--- config.mk ---
export PLATFORM = sky130hd
export DESIGN_NAME = share_register_pipeline
export DESIGN_NICKNAME = d
export VERILOG_FILES = /design/src/rtl/share_register_pipeline.sv
export SDC_FILE = /design/constraint.sdc
export NUM_CORES = 1
export LEC_CHECK = 0
export ABC_AREA = 1
export CAP_MARGIN = 30
export CORE_MARGIN = 2
export CORE_UTILIZATION = 30
export CTS_CLUSTER_SIZE = 25
export DETAILED_ROUTE_END_ITERATION = 8
export SYNTH_ARGS = -nofsm -noshare
export SYNTH_HDL_FRONTEND = slang
export SYNTH_SLANG_ARGS = --single-unit
--- constraint.sdc ---
create_clock -name clk -period 2 [get_ports clk]
set_input_delay 0.4 -clock clk [delete_from_list [all_inputs] [get_ports clk]]
set_output_delay 0.4 -clock clk [all_outputs]
set_load 0.01 [all_outputs]
--- src/rtl/share_register_pipeline.sv ---
// Elastic register pipeline carrying SHARES independent shares of WIDTH bits
// through DEPTH stages, with bubble collapsing, synchronous flush, occupancy
// tracking and optional zeroing of idle stage registers.
module share_register_pipeline #(
  parameter int unsigned SHARES        = 3,
  parameter int unsigned WIDTH         = 4,
  parameter int unsigned DEPTH         = 3,
  parameter bit          CLEAR_ON_IDLE = 1'b1
) (
  input  logic                             clk,
  input  logic                             rst_n,
  input  logic                             flush,
  input  logic                             in_valid,
  output logic                             in_ready,
  input  logic [SHARES*WIDTH-1:0]          in_shares,
  output logic                             out_valid,
  input  logic                             out_ready,
  output logic [SHARES*WIDTH-1:0]          out_shares,
  output logic [$clog2(DEPTH+1)-1:0]       occupancy
);

  localparam int unsigned DW = SHARES * WIDTH;
  localparam int unsigned OW = $clog2(DEPTH + 1);

  logic [DEPTH-1:0]          v_q, v_d;
  logic [DEPTH-1:0]          adv;
  logic [DEPTH-1:0][DW-1:0]  d_q, d_d;
  logic [OW-1:0]             occ_q, occ_d;
  logic                      in_fire;
  logic                      out_fire;

  // Advance chain: a valid stage moves when any stage below it is empty or
  // the consumer drains the last stage (room propagates upstream).
  always_comb begin
    logic room;
    adv  = '0;
    room = out_ready;
    for (int k = int'(DEPTH) - 1; k >= 0; k--) begin
      adv[k] = v_q[k] & room;
      room   = room | ~v_q[k];
    end
  end

  // Handshakes; input is refused while flushing.
  always_comb begin
    in_ready = ~flush & (~v_q[0] | adv[0]);
    in_fire  = in_valid & in_ready;
    out_fire = adv[DEPTH-1];
  end

  // Next-state for stage valids, data and occupancy.
  always_comb begin
    v_d   = v_q;
    d_d   = d_q;
    occ_d = occ_q;

    if (in_fire) begin
      v_d[0] = 1'b1;
      d_d[0] = in_shares;
    end else if (adv[0]) begin
      v_d[0] = 1'b0;
    end

    for (int k = 1; k < int'(DEPTH); k++) begin
      if (adv[k-1]) begin
        v_d[k] = 1'b1;
        d_d[k] = d_q[k-1];
      end else if (adv[k]) begin
        v_d[k] = 1'b0;
      end
    end

    // Empty stages hold zero so stale shares never linger or toggle through.
    if (CLEAR_ON_IDLE) begin
      for (int k = 0; k < int'(DEPTH); k++) begin
        if (!v_d[k]) d_d[k] = '0;
      end
    end

    if (in_fire && !out_fire)      occ_d = occ_q + OW'(1);
    else if (!in_fire && out_fire) occ_d = occ_q - OW'(1);

    if (flush) begin
      v_d   = '0;
      d_d   = '0;
      occ_d = '0;
    end
  end

  // State registers.
  always_ff @(posedge clk or negedge rst_n) begin
    if (!rst_n) begin
      v_q   <= '0;
      d_q   <= '0;
      occ_q <= '0;
    end else begin
      v_q   <= v_d;
      d_q   <= d_d;
      occ_q <= occ_d;
    end
  end

  // Outputs come straight from the last-stage registers.
  always_comb begin
    out_valid  = v_q[DEPTH-1];
    out_shares = d_q[DEPTH-1];
    occupancy  = occ_q;
  end

endmodule

==> PnR_summary.wiki, run 1 <==
{| class="wikitable"
! Metric !! Value
|-
| Flip-flop and latch count after synthesis || 41
|-
| Number of hold-slack violations in the final timing report || 0
|-
| Final Net Count || 250
|-
| First-pass GRT wire length || 6050 um
|-
| Class of the worst hold path || input port to async pin
|-
| Dominant delay contributor by cell family on the critical path || buffers and inverters
|-
| Power per unit of standard cell area || 759 nW/um2
|-
| Final GP Congestion || 0.717
|-
| WP data arrival || 1.39 ns
|-
| Maximum clock path buffer count || 2
|-
| Vias in the first global route || 1335
|-
| Global Route Usage Sum || 10.4%
|-
| Initial DRT Pass Iterations || 4
|-
| Post-route minimum period || 1.79 ns
|-
| Reg power frac || 48.1%
|-
| CTS tree || built
|-
| Avg Vias per Cell || 4.17
|-
| Cell row count || 29
|-
| Crit path buffers/inverters || 4
|-
| Switching power total || 0.000381 W
|-
| Switching power share of the total || 21.1%
|-
| Data required time at the worst endpoint || 1.60 ns
|-
| Die area || 7170 um2
|-
| Largest voltage drop on the vdd net || 283 uV
|-
| Synthesis-to-layout area growth || 21.7%
|-
| Clk root buf || sky130_fd_sc_hd__clkbuf_8
|-
| Largest net degree at the start of global routing || 42
|-
| Pin slew with the least headroom to its limit || 0.507 ns
|-
| Crit Reg-Reg Startpoint || v_q[2]
|-
| Cell chain of the critical path || clkdlybuf4s50_1 -> inv_1 -> nand4_2 -> nand2_1 -> inv_1 -> dlygate4sd2_1
|-
| Reported leakage power || 1.21 nW
|-
| Latest clock arrival within the worst-skew pair || 0.29 ns
|-
| Relative max-transition margin || 66.2%
|-
| Number of routed nets with antenna violations || 0
|-
| Die Y || 84.7 um
|-
| Number of antenna violations at the first check in global routing || 0
|-
| Largest driver fanout on the critical path || 2
|-
| Distinct cell type count after synthesis || 20
|-
| Sequential area share after synthesis || 52.6%
|-
| Antenna diode count || 0
|-
| Maximum clock skew at final layout || 0.00384 ns
|-
| Placed inst area || 2240 um2
|-
| Die outline width || 84.7 um
|-
| Routed length per instance || 10.6 um
|-
| Number of buffers inserted by port buffering || 32
|-
| Clock network fraction of total power || 43.1%
|-
| Final cycle utilization of the critical path || 89.7%
|-
| Worst path slowest cell || sky130_fd_sc_hd__clkdlybuf4s50_1
|-
| Status || finished, final reports clean
|-
| Residual overflow from global routing || 0
|-
| Critical Path Start Type || input port
|-
| DP Wirelength || 2370 um
|-
| Largest stage delay on the critical path || 0.42 ns
|-
| Number of design rule violations left after detail routing || 0
|-
| Synthesized netlist net count || 226
|-
| DR vias || 1297
|-
| Cell with the most instances on the worst path || sky130_fd_sc_hd__inv_1
|-
| YS warnings || 0
|-
| Max-cap check violation count || 0
|-
| Number of standard cells after synthesis || 209
|-
| CTS Sinks || 41
|-
| Setup slack after placement || -0.0415 ns
|-
| I/O pin count || 33
|-
| Kind of critical path || input port to output port
|-
| Synthesized area divided by synthesized cell count || 9.34 um2
|-
| Fmax || 558 MHz
|-
| Relative contribution of combinational cells to total power || 8.8%
|-
| Synthesized cell area || 1950 um2
|-
| Total of endpoints with negative setup slack in the final report || 0
|-
| Number of levels the H-tree was split into || 2
|-
| Initial standard-cell utilization of the core || 30.9%
|-
| Final core occ || 37.6%
|-
| PnR worst setup slack || 0.207 ns
|-
| CP endpoint kind || output port
|-
| Number of clock buffers inserted by TritonCTS || 5
|-
| Internal Pwr Total || 0.00142 W
|-
| Drt initial violations || 88
|-
| Post-CTS clock slew at the launch and capture registers of the worst setup and hold paths || 0.08 ns
|-
| Total detailed-routing wirelength || 3290 um
|-
| Unrepaired setup endpoints after global routing || false
|-
| Area of the placeable core || 6310 um2
|-
| Hold-fix buffers, CTS || 0
|-
| Pins over their slew limit || 0
|-
| Area of all placed cells without fillers || 2370 um2
|-
| Fraction of layout cells with a size suffix above 1 || 16.7%
|-
| Launch point of the worst path || out_ready
|}
-- layout make-up --
class | instances | area [um2]
fill | 673 | 3940
timing repair buffer | 39 | 367
clock buffer | 5 | 68.8
inverter | 33 | 129
multi-input combinational | 113 | 623
sequential | 41 | 1030
tap | 77 | 96.3
clock inverter | 3 | 65.1
-- registers in the layout (all words and copies together), names as in the netlist --
| name | count |
|---|---|
| occupancy | 2 |
| out_shares | 12 |
| v_q | 3 |
| d_q | 24 |
-- what timing repair did --
action / CTS / global route
resized for setup: 1 / 0
setup endpoints to repair: 1 / 0
buffers inserted: 0 / 0
-- synthesized netlist by cell type --
cell	count	area [um2]
sky130_fd_sc_hd__dfrtp_1	41	1030
sky130_fd_sc_hd__inv_1	30	113
sky130_fd_sc_hd__nand2_1	28	105
sky130_fd_sc_hd__nand3_1	15	75.1
sky130_fd_sc_hd__o21ai_2	15	131
sky130_fd_sc_hd__a21oi_1	13	65.1
sky130_fd_sc_hd__buf_4	13	97.6
sky130_fd_sc_hd__o21ai_1	13	65.1
sky130_fd_sc_hd__nor2_1	11	41.3
sky130_fd_sc_hd__o21ai_0	9	45.0
sky130_fd_sc_hd__buf_6	5	56.3
sky130_fd_sc_hd__buf_2	4	20.0
sky130_fd_sc_hd__nand4_1	3	18.8
sky130_fd_sc_hd__inv_2	2	7.51
sky130_fd_sc_hd__nor2_4	2	22.5
sky130_fd_sc_hd__inv_6	1	8.76
sky130_fd_sc_hd__nand2_4	1	11.3
sky130_fd_sc_hd__nand4_2	1	12.5
sky130_fd_sc_hd__nand4_4	1	21.3
sky130_fd_sc_hd__xor2_1	1	8.76
-- worst reg2reg max path, cell delays in order, from the launching register on --
cell	delay [ns]
sky130_fd_sc_hd__dfrtp_1	0.41
sky130_fd_sc_hd__nand2_1	0.12
sky130_fd_sc_hd__inv_2	0.15
sky130_fd_sc_hd__nand4_4	0.28
sky130_fd_sc_hd__nand3_1	0.17
sky130_fd_sc_hd__o21ai_0	0.09
-- layout by cell type (no fill, tap or decap), drive strengths merged --
cell type,n
nor2,13
buf,8
inv,33
nand3,15
clkdlybuf4s50,30
nand2,29
nand4,5
o21ai,37
clkinv,1
xor2,1
bufinv,2
a21oi,13
dlygate4sd2,1
dfrtp,41
clkbuf,5
-- per-stage QoR --
stage / hold slack, ns / total power (W) / std cells / TNS [ns]
6_report: 0.151 / 0.00180 / 311 / 0
3_5_place_dp: 0.478 / 0.00105 / 303 / -0.0415
4_1_cts: 0.166 / 0.00184 / 311 / 0
2_1_floorplan: 0.104 / 0.000967 / 209 / 0
3_3_place_gp: 0.474 / 0.00104 / 303 / -0.0154
5_1_grt: 0.201 / 0.00189 / 311 / 0
-- cell families (layout without fill, tap and decap cells) --
kind of cell / count (synthesis) / after routing / share of synthesized area [%]
buffers and inverters: 55 / 80 / 15.5
xor gates and xnor gates: 1 / 1 / 0.449
AOI/OAI and AO/OA: 50 / 50 / 15.7
and+or+nand+nor: 62 / 62 / 15.8
DFF: 41 / 41 / 52.6
-- path summary, 6_finish.rpt --
path,to,slack (ns),depth (start not counted)
setup / recovery,in_ready,0.21,6
hold / removal,out_shares[7],0.15,2
setup reg to reg,d_q[10],0.66,5
hold reg to reg,d_q[17],0.50,2
max in group asynchronous,d_q[23],1.49,2
min in group clk,d_q[17],0.50,2
-- per-layer routing --
| layer | vias up | share of wire (%) | track usage, % |
|---|---|---|---|
| li1 | 705 | - | - |
| met2 | 27 | 43 | 15.5 |
| met5 | - | 0 | 0 |
| met1 | 561 | 51 | 13.9 |
| met4 | 0 | 1.3 | 3.90 |
| met3 | 4 | 5.2 | 3.93 |
-- power by group through the flow --
stage	clock, W	combinational, W	sequential (W)
after floorplan	0	0.0000821	0.000885
after global placement	0	0.000160	0.000884
after detailed placement	0	0.000162	0.000885
after CTS	0.000806	0.000163	0.000868
after global routing	0.000837	0.000182	0.000871
final	0.000777	0.000159	0.000868
(Power assumes the default switching activity.)
==> inputs of run 2 (changes only) <==
- CORE_UTILIZATION: 30 -> 40
==> PnR_summary.wiki, run 2 (synthesis results as in run 1) <==
{| class="wikitable"
! Metric !! Value
|-
| Initial DRT Pass Iterations || 5 (+1)
|-
| Endpoint of the most critical setup path || in_ready
|-
| Number of design rule violations left after detail routing || 0 (unchanged)
|-
| Number of antenna violations at the first check in global routing || 0 (unchanged)
|-
| Global Route Usage Sum || 14.4% (+4.0 points)
|-
| Largest register FFs || 24 (unchanged)
|-
| Fill cell instance count of the final layout || 477 (-29%)
|-
| DR vias || 1347 (+3.9%)
|-
| Largest net degree at the start of global routing || 26 (-38%)
|-
| Most frequent cells in the layout || 41 x sky130_fd_sc_hd__dfrtp_1, 30 x sky130_fd_sc_hd__inv_1, 30 x sky130_fd_sc_hd__clkdlybuf4s50_1, 28 x sky130_fd_sc_hd__nand2_1
|-
| I/O pin count || 33 (unchanged)
|-
| Clk root buf || sky130_fd_sc_hd__clkbuf_8
|-
| Worst reg-to-reg path cell count || 5 (unchanged)
|-
| Post-CTS clock slew at the launch and capture registers of the worst setup and hold paths || 0.08 ns (about the same)
|-
| Data required time at the worst endpoint || 1.60 ns (about the same)
|-
| Sequential Area || 1030 um2 (unchanged)
|-
| Pins over their slew limit || 0 (unchanged)
|-
| GR peak layer || met2
|-
| Final GP Congestion || 0.741 (+3.2%)
|-
| Critical Path Start Type || input port
|-
| Final Net Count || 252 (+0.80%)
|-
| Initial standard-cell utilization of the core || 41.3% (+10 points)
|-
| Slack of the worst reg-to-reg path || 0.66 ns (about the same)
|-
| Number of levels the H-tree was split into || 2 (unchanged)
|-
| Die Y || 73.9 um (-13%)
|-
| Met3 Use GR || 4.53% (+0.59 points)
|-
| Pin slew with the least headroom to its limit || 0.385 ns (-0.122 ns)
|-
| Number of buffers inserted by port buffering || 32 (unchanged)
|-
| Max-cap check violation count || 0 (unchanged)
|-
| Fraction of layout cells with a size suffix above 1 || 16.9% (+0.28 points)
|-
| Met2 usage in global routing || 20.6% (+5.2 points)
|-
| CTS tree || built
|-
| Maximum clock path buffer count || 2 (unchanged)
|-
| Relative max-transition margin || 74.3% (+8.1 points)
|-
| Launch point of the worst path || out_ready
|-
| Final cycle utilization of the critical path || 88.7% (-0.94 points)
|-
| Vias in the first global route || 1244 (-6.8%)
|-
| Count of buffers added by post-CTS timing repair for setup || 0 (unchanged)
|-
| Die area || 5450 um2 (-24%)
|-
| Area of all placed cells without fillers || 2360 um2 (-0.58%)
|-
| Avg Vias per Cell || 4.45 (+6.6%)
|-
| Routed length per instance || 11.1 um (+4.5%)
|-
| Final core occ || 50.0% (+12 points)
|-
| Drt initial violations || 48 (-45%)
|-
| Maximum clock skew at final layout || 0.00698 ns (+0.00314 ns)
|-
| Largest voltage drop on the vdd net || 279 uV (-1.4%)
|-
| Die outline width || 73.9 um (-13%)
|-
| Number of routed nets with antenna violations || 0 (unchanged)
|-
| Setup slack after placement || -0.0435 ns (-0.00204 ns)
|-
| Class of the worst hold path || flip-flop to flip-flop
|-
| Number of hold-slack violations in the final timing report || 0 (unchanged)
|-
| Status || finished, final reports clean
|-
| Cell row count || 25 (-14%)
|-
| Antenna diode count || 0 (unchanged)
|-
| Setup_tns || 0 ns (unchanged)
|-
| Placed inst area || 2240 um2 (-0.22%)
|-
| Kind of critical path || input port to output port
|-
| Total detailed-routing wirelength || 3350 um (+1.9%)
|-
| Largest driver fanout on the critical path || 2 (unchanged)
|-
| Synthesis-to-layout area growth || 21.0%
|-
| Number of clock buffers inserted by TritonCTS || 5 (unchanged)
|-
| Fmax || 564 MHz (+1.1%)
|-
| DP Wirelength || 2490 um (+5.3%)
|-
| WP data arrival || 1.37 ns (-0.02 ns)
|-
| PnR worst setup slack || 0.226 ns (+0.0187 ns)
|-
| Multi-input gate area || 623 um2 (unchanged)
|-
| CP endpoint kind || output port
|-
| Area of the placeable core || 4720 um2 (-25%)
|-
| Post-route minimum period || 1.77 ns (-0.0187 ns)
|-
| Power per unit of standard cell area || 719 nW/um2 (-5.3%)
|-
| Total of endpoints with negative setup slack in the final report || 0 (unchanged)
|-
| Residual overflow from global routing || 0 (unchanged)
|-
| Unrepaired setup endpoints after global routing || false
|-
| Worst Hold Path Cells || 2
|-
| Top register by number of flip-flops || d_q
|-
| Most frequent standard cell in the layout excluding fill and tap cells || sky130_fd_sc_hd__dfrtp_1
|-
| Latest clock arrival within the worst-skew pair || 0.29 ns (about the same)
|-
| CTS Sinks || 41 (unchanged)
|-
| First-pass GRT wire length || 5820 um (-3.9%)
|-
| Global-route met1 utilization || 20.2% (+6.4 points)
|-
| Final-layout worst hold slack || 0.496 ns (+0.344 ns)
|-
| Reported leakage power || 1.20 nW (-0.40%)
|-
| Crit Reg-Reg Startpoint || v_q[2]
|-
| RR Endpoint || d_q[10]
|}
[run 2: worst min-delay path by stage]
stage,start,to,slack [ns]
6_report,d_q[19],d_q[19],0.50
3_5_place_dp,rst_n,out_shares[5],0.31
3_3_place_gp,rst_n,out_shares[5],0.31
5_1_grt,rst_n,out_shares[5],0.53
4_1_cts,d_q[15],d_q[15],0.50
2_1_floorplan,rst_n,d_q[0],0.10
[run 2: layer usage]
metal  vias up  wire length [um]  part of all wire, %
li1        713                 -                    -
met1       606              1750                   52
met2        26              1450                   43
met3         2               118                  3.5
met4         0                40                  1.2
met5         -                 0                    0
[run 2: critical path, stage by stage]
cell	delay, ns
sky130_fd_sc_hd__clkdlybuf4s50_1	0.43
sky130_fd_sc_hd__inv_1	0.09
sky130_fd_sc_hd__nand4_2	0.08
sky130_fd_sc_hd__nand2_1	0.07
sky130_fd_sc_hd__inv_1	0.03
sky130_fd_sc_hd__dlygate4sd2_1	0.27
[run 2: cell type report]
class | instances | share of cell area (%)
Multi-Input combinational cell | 113 | 26.4
Tap cell | 67 | 3.55
Inverter | 33 | 5.46
Clock inverter | 3 | 1.96
Sequential cell | 41 | 43.5
Timing Repair Buffer | 41 | 16.3
Clock buffer | 5 | 2.91
[run 2: report_power, final]
part	leakage (nW)	switching (W)	internal, W
logic	0.586	0.0000846	0.0000783
clock network	0.0543	0.000294	0.000373
registers	0.561	0.0000158	0.000851
[run 2: timing repair]
action | 4_1_cts | 5_1_grt
hold endpoints to repair | 11 | 0
endpoints found under the setup margin | 1 | 0
resized for setup | 1 | 0
hold buffers | 1 | 0
[run 2: through the flow]
| step | instances | power (W) |
|---|---|---|
| final | 303 | 0.00170 |
| after global routing | 303 | 0.00178 |
| after CTS | 303 | 0.00172 |
| after detailed placement | 294 | 0.00105 |
| after global placement | 294 | 0.00105 |
| after floorplan | 209 | 0.000967 |
